**src/rtl/mix_digest.sv**
```systemverilog
// mix_digest: folds an eight-lane 256-bit mixer snapshot into a 32-bit digest.
// One lane per cycle: acc = (rotl(acc, ROT) ^ lane[idx]) + idx + 1.
// The accumulator seed is SEED ^ out_count, so identical snapshots delivered
// at different positions in the stream give different digests.
module mix_digest #(
  parameter logic [31:0] SEED = 32'h0000_0000,
  parameter int unsigned ROT  = 5
) (
  input  logic         clk,
  input  logic         rst_n,
  input  logic         in_valid,
  output logic         in_ready,
  input  logic [255:0] in_data,
  output logic         out_valid,
  input  logic         out_ready,
  output logic [31:0]  out_digest,
  output logic [31:0]  out_count
);

  typedef enum logic [1:0] {IDLE, FOLD, HOLD} state_t;

  state_t         state_q, state_d;
  logic [255:0]   lanes_q, lanes_d;
  logic [2:0]     idx_q, idx_d;
  logic [31:0]    acc_q, acc_d;
  logic [31:0]    digest_q, digest_d;
  logic           vld_q, vld_d;
  logic [31:0]    cnt_q, cnt_d;

  logic           accept;
  logic           handshake;
  logic           last_step;
  logic [31:0]    lane;
  logic [31:0]    fold_acc;

  function automatic logic [31:0] rotl(input logic [31:0] x);
    return (x << ROT) | (x >> (32 - ROT));
  endfunction

  // Handshake qualifiers and the single fold step on the current lane.
  always_comb begin
    in_ready  = (state_q == IDLE) || ((state_q == HOLD) && out_ready);
    accept    = in_valid && in_ready;
    handshake = (state_q == HOLD) && out_ready;
    last_step = (state_q == FOLD) && (idx_q == 3'd7);
    lane      = lanes_q[{idx_q, 5'b0} +: 32];
    fold_acc  = (rotl(acc_q) ^ lane) + {29'd0, idx_q} + 32'd1;
  end

  // State register.
  always_ff @(posedge clk or negedge rst_n) begin
    if (!rst_n) state_q <= IDLE;
    else        state_q <= state_d;
  end

  // Next-state logic; a HOLD handshake with a same-edge accept goes straight to FOLD.
  always_comb begin
    state_d = state_q;
    case (state_q)
      IDLE:    if (accept) state_d = FOLD;
      FOLD:    if (idx_q == 3'd7) state_d = HOLD;
      HOLD:    if (handshake) state_d = accept ? FOLD : IDLE;
      default: state_d = IDLE;
    endcase
  end

  // Datapath next values; the seed uses the count after any same-edge increment.
  always_comb begin
    lanes_d  = lanes_q;
    idx_d    = idx_q;
    acc_d    = acc_q;
    digest_d = digest_q;
    vld_d    = vld_q;
    cnt_d    = handshake ? cnt_q + 32'd1 : cnt_q;
    if (handshake) vld_d = 1'b0;
    if (accept) begin
      lanes_d = in_data;
      idx_d   = 3'd0;
      acc_d   = SEED ^ cnt_d;
    end else if (state_q == FOLD) begin
      acc_d = fold_acc;
      idx_d = idx_q + 3'd1;
    end
    if (last_step) begin
      digest_d = fold_acc;
      vld_d    = 1'b1;
    end
  end

  // Datapath registers, all cleared by the asynchronous reset.
  always_ff @(posedge clk or negedge rst_n) begin
    if (!rst_n) begin
      lanes_q  <= '0;
      idx_q    <= '0;
      acc_q    <= '0;
      digest_q <= '0;
      vld_q    <= 1'b0;
      cnt_q    <= '0;
    end else begin
      lanes_q  <= lanes_d;
      idx_q    <= idx_d;
      acc_q    <= acc_d;
      digest_q <= digest_d;
      vld_q    <= vld_d;
      cnt_q    <= cnt_d;
    end
  end

  assign out_valid  = vld_q;
  assign out_digest = digest_q;
  assign out_count  = cnt_q;

endmodule

```
**config.mk**
```make
export PLATFORM = sky130hd
export DESIGN_NAME = mix_digest
export DESIGN_NICKNAME = d
export VERILOG_FILES = /design/src/rtl/mix_digest.sv
export SDC_FILE = /design/constraint.sdc
export NUM_CORES = 1
export LEC_CHECK = 0
export CORE_MARGIN = 2
export CORE_UTILIZATION = 40
export CTS_BUF_LIST = sky130_fd_sc_hd__clkbuf_8
export CTS_CLUSTER_DIAMETER = 50
export CTS_CLUSTER_SIZE = 30
export DETAILED_ROUTE_END_ITERATION = 10
export GPL_ROUTABILITY_DRIVEN = 0
export GPL_TIMING_DRIVEN = 0
export PLACE_DENSITY = 0.68
export SETUP_SLACK_MARGIN = 0.1
export SYNTH_ARGS = -nofsm -noshare
export SYNTH_HDL_FRONTEND = slang
export SYNTH_SLANG_ARGS = --single-unit
```
**constraint.sdc**
```tcl
create_clock -name clk -period 4.6 [get_ports clk]
set_input_delay 1.38 -clock clk [delete_from_list [all_inputs] [get_ports clk]]
set_output_delay 1.38 -clock clk [all_outputs]
set_load 0.02 [all_outputs]
```
==> out/qor.yml <==
status:
  run_status: "finished, final reports clean"
drt:
  drtIter0Drc: 1294
  wl_per_cell_um: 21.0
  ant_nets: 0
  vias: 14800
  remaining_drc_errors: 0
  dr.pass1.iters: 5
  drt-total-wl_mm: 58.7
  via_per_inst: 5.33
pwr:
  leakage_uw: 0.0103
  powerDensity_mw_per_mm2: 695
  totalPowerFinal_uw: 15200
  irDropWorstVdd_uv: 244
floorplan:
  die_area_mm2: 0.0438
  rows: 75
  coreArea_mm2: 0.0418
  num_io_pins: 326
  die_y_um: 209
  die_w_um: 209
  start_util_pct: 40.3
logic_synthesis:
  async_flop_share_pct: 100
  synth_area_mm2: 0.0168
  synth-edff-count: 0
  synth_top_area_share_pct: 53.2
  synth_flop_cell: "dfrtp_1"
  synth_top_area_cell: "dfrtp_1"
  ys_seq_area_share_pct: 53.2
  ys_top_cells_by_area: "dfrtp_1 53%, nand2_1 19%, mux2i_1 3.4%, mux2_2 3.1%, mux4_2 2.7%"
  ys_types: 49
  syn_area_per_cell_um2: 9.12
  ys_ff_latch: 358
  synth_nets: 2114
  synth_warnings: 0
  syn_inst: 1847
clocking:
  h-tree-depth: 2
  numCtsBuffers: 38
  cts.sinks: 358
  clockBufferDepth: 3
  clkLatencyLatePin_ns: 0.62
  cts_root_buffer: "clkbuf_8"
  clk_pin_slew_ns: 0.12
  cts_tree: "built"
sta:
  fmax_mhz: 227
  slew_viol_final: 0
  holdWs_ns: 0.476
  finalCriticalPeriod_ns: 4.41
  setup_viol: 0
  maxSlewHeadroom_pct: 36.4
  finalHoldViolations: 0
  min_period_over_period_pct: 96.0
  tightest_slew_ns: 0.954
  rsz0062_at_grt: "yes"
  layout_setup_ws_ns: 0.185
  fin_skew_ns: 0.0449
setup_path:
  ff2ff_setup_slack_ns: 0.19
  start_kind: "flip-flop"
  cp_slowest_cell: "mux4_2"
  path_max_fanout: 19
  end_kind: "flip-flop"
  arrival_ns: 4.91
  crit_path_cell_trace: "buf_4 -> buf_12 -> buf_12 -> mux4_2 -> mux2i_1 -> xor2_1 -> ha_1 -> fa_1 -> inv_1 -> a21oi_1 -> a21oi_2 -> nand3_4 -> nor4_2 -> xor2_1 -> o21ai_1"
  worst_path_largest_cell_delay_ns: 0.60
  worstPathRequired_ns: 5.09
  path_class: "flip-flop to flip-flop"
finish:
  nets: 2487
  multiInputGateArea_mm2: 0.00744
  final_cell_area_mm2: 0.0218
  diodes: 0
  final_util_pct: 52.3
  drive_above_1_share_pct: 7.74
  area_delta_synth_final_pct: 29.6
  num-fill-cells: 3771
  seq_area_mm2: 0.00896
global_routing:
  overflow: 0
  grt_max_degree: 117
  grt_pass1_wl_mm: 87.7
  grt_usage_pct: 26.8
  grt_pass1_vias: 14700
  antenna_found_initial: 1
worst_hold_path:
  worstHoldPathType: "flip-flop to flip-flop"
place:
  place_ws_ns: -1.13
  place_area_mm2: 0.0209
  portBuffers: 325
  place_hpwl_mm: 45.0
job:
  cap_violations: 0
-- critical path, delay by kind of cell, from the launching register on --
family | cells | cell delay [ns]
flip-flops | 1 | 0.39
XOR/XNOR | 2 | 0.46
multiplexers | 2 | 0.89
AO/OA/AOI/OAI | 3 | 0.47
adder cells (fa/ha/maj) | 2 | 0.64
AND/OR/NAND/NOR | 2 | 0.57
buffers and inverters | 4 | 0.85
-- routing by layer --
metal	global-route usage, %	part of all wire (%)
met1	36.1	42
met2	43.6	46
met3	4.16	6.8
met4	10.9	4.4
met5	0	0.014
-- report_power, final --
group          switching, uW  internal [uW]
sequential               800           4520
combinational           4490           3020
clock                   1380            959
total                   6670           8500
-- what timing repair did --
action	in CTS	in global routing
pin swaps	0	4
setup endpoints to repair	57	22
resized for setup	10	3
buffers inserted	0	7
hold buffers	0	0
-- flip-flops by register name, summed over array words and instances, names as in the netlist --
signal      count
lanes_q       256
acc_q          32
out_count      32
out_digest     32
idx_q           3
state_q         2
out_valid       1
-- cell usage in the layout (no fill, tap or decap), drive strengths merged, types with 31 or more instances in the layout --
cell type	instances
nand2	849
dfrtp	358
clkdlybuf4s50	324
clkbuf	125
o21ai	59
mux2i	58
mux2	46
xnor2	41
a21oi	35
xor2	31
nor2	31
-- cells in the mapped netlist, types with 7 or more instances --
| cell type | number |
|---|---|
| o21ai_1 | 12 |
| o21ai_0 | 47 |
| nand2_1 | 849 |
| mux4_2 | 20 |
| a22oi_1 | 9 |
| inv_1 | 10 |
| xor2_1 | 31 |
| clkbuf_1 | 83 |
| mux2_2 | 46 |
| a22o_1 | 18 |
| and3_1 | 17 |
| o22ai_1 | 26 |
| dfrtp_1 | 358 |
| nor2_1 | 31 |
| nor3_1 | 10 |
| nand3_1 | 21 |
| mux2i_1 | 58 |
| a21oi_1 | 35 |
| and2_1 | 15 |
| nand4_1 | 8 |
| xnor2_1 | 41 |
| or3_1 | 22 |
| buf_2 | 7 |
-- through the flow --
stage | instances | TNS [ns]
after floorplan | 1847 | 0
after global placement | 2711 | -4774.58
after detailed placement | 2714 | -36.55
after CTS | 2781 | 0
after global routing | 2788 | 0
final | 2788 | 0
-- cell families (layout without fill, tap and decap cells) --
group	Yosys count	in the layout	share of synthesized area, %
fa+ha+maj	7	7	0.565
mux	124	124	9.20
compound gates	164	164	5.95
simple gates	1009	1009	24.5
buf+inv	113	515	2.79
flops	358	358	53.2
xor+xnor	72	72	3.75
-- area by class of cell --
cell class / instances / area share [%]
Inverter: 10 / 0.172
Tap cell: 539 / 3.09
Buffer: 101 / 2.05
Multi-Input combinational cell: 1376 / 34.1
Clock inverter: 27 / 1.33
Sequential cell: 358 / 41.1
Clock buffer: 42 / 2.65
Timing Repair Buffer: 335 / 15.5
-- worst paths after layout --
kind / startpoint / end / cells past startpoint
hold reg to reg: lanes_q[96] / lanes_q[96] / 2
setup reg to reg: idx_q[0] / out_digest[28] / 15
max in group asynchronous: rst_n / lanes_q[3] / 2
setup / recovery: idx_q[0] / out_digest[28] / 15
hold / removal: lanes_q[96] / lanes_q[96] / 2
min in group asynchronous: rst_n / out_count[26] / 1
(Power assumes the default switching activity.)
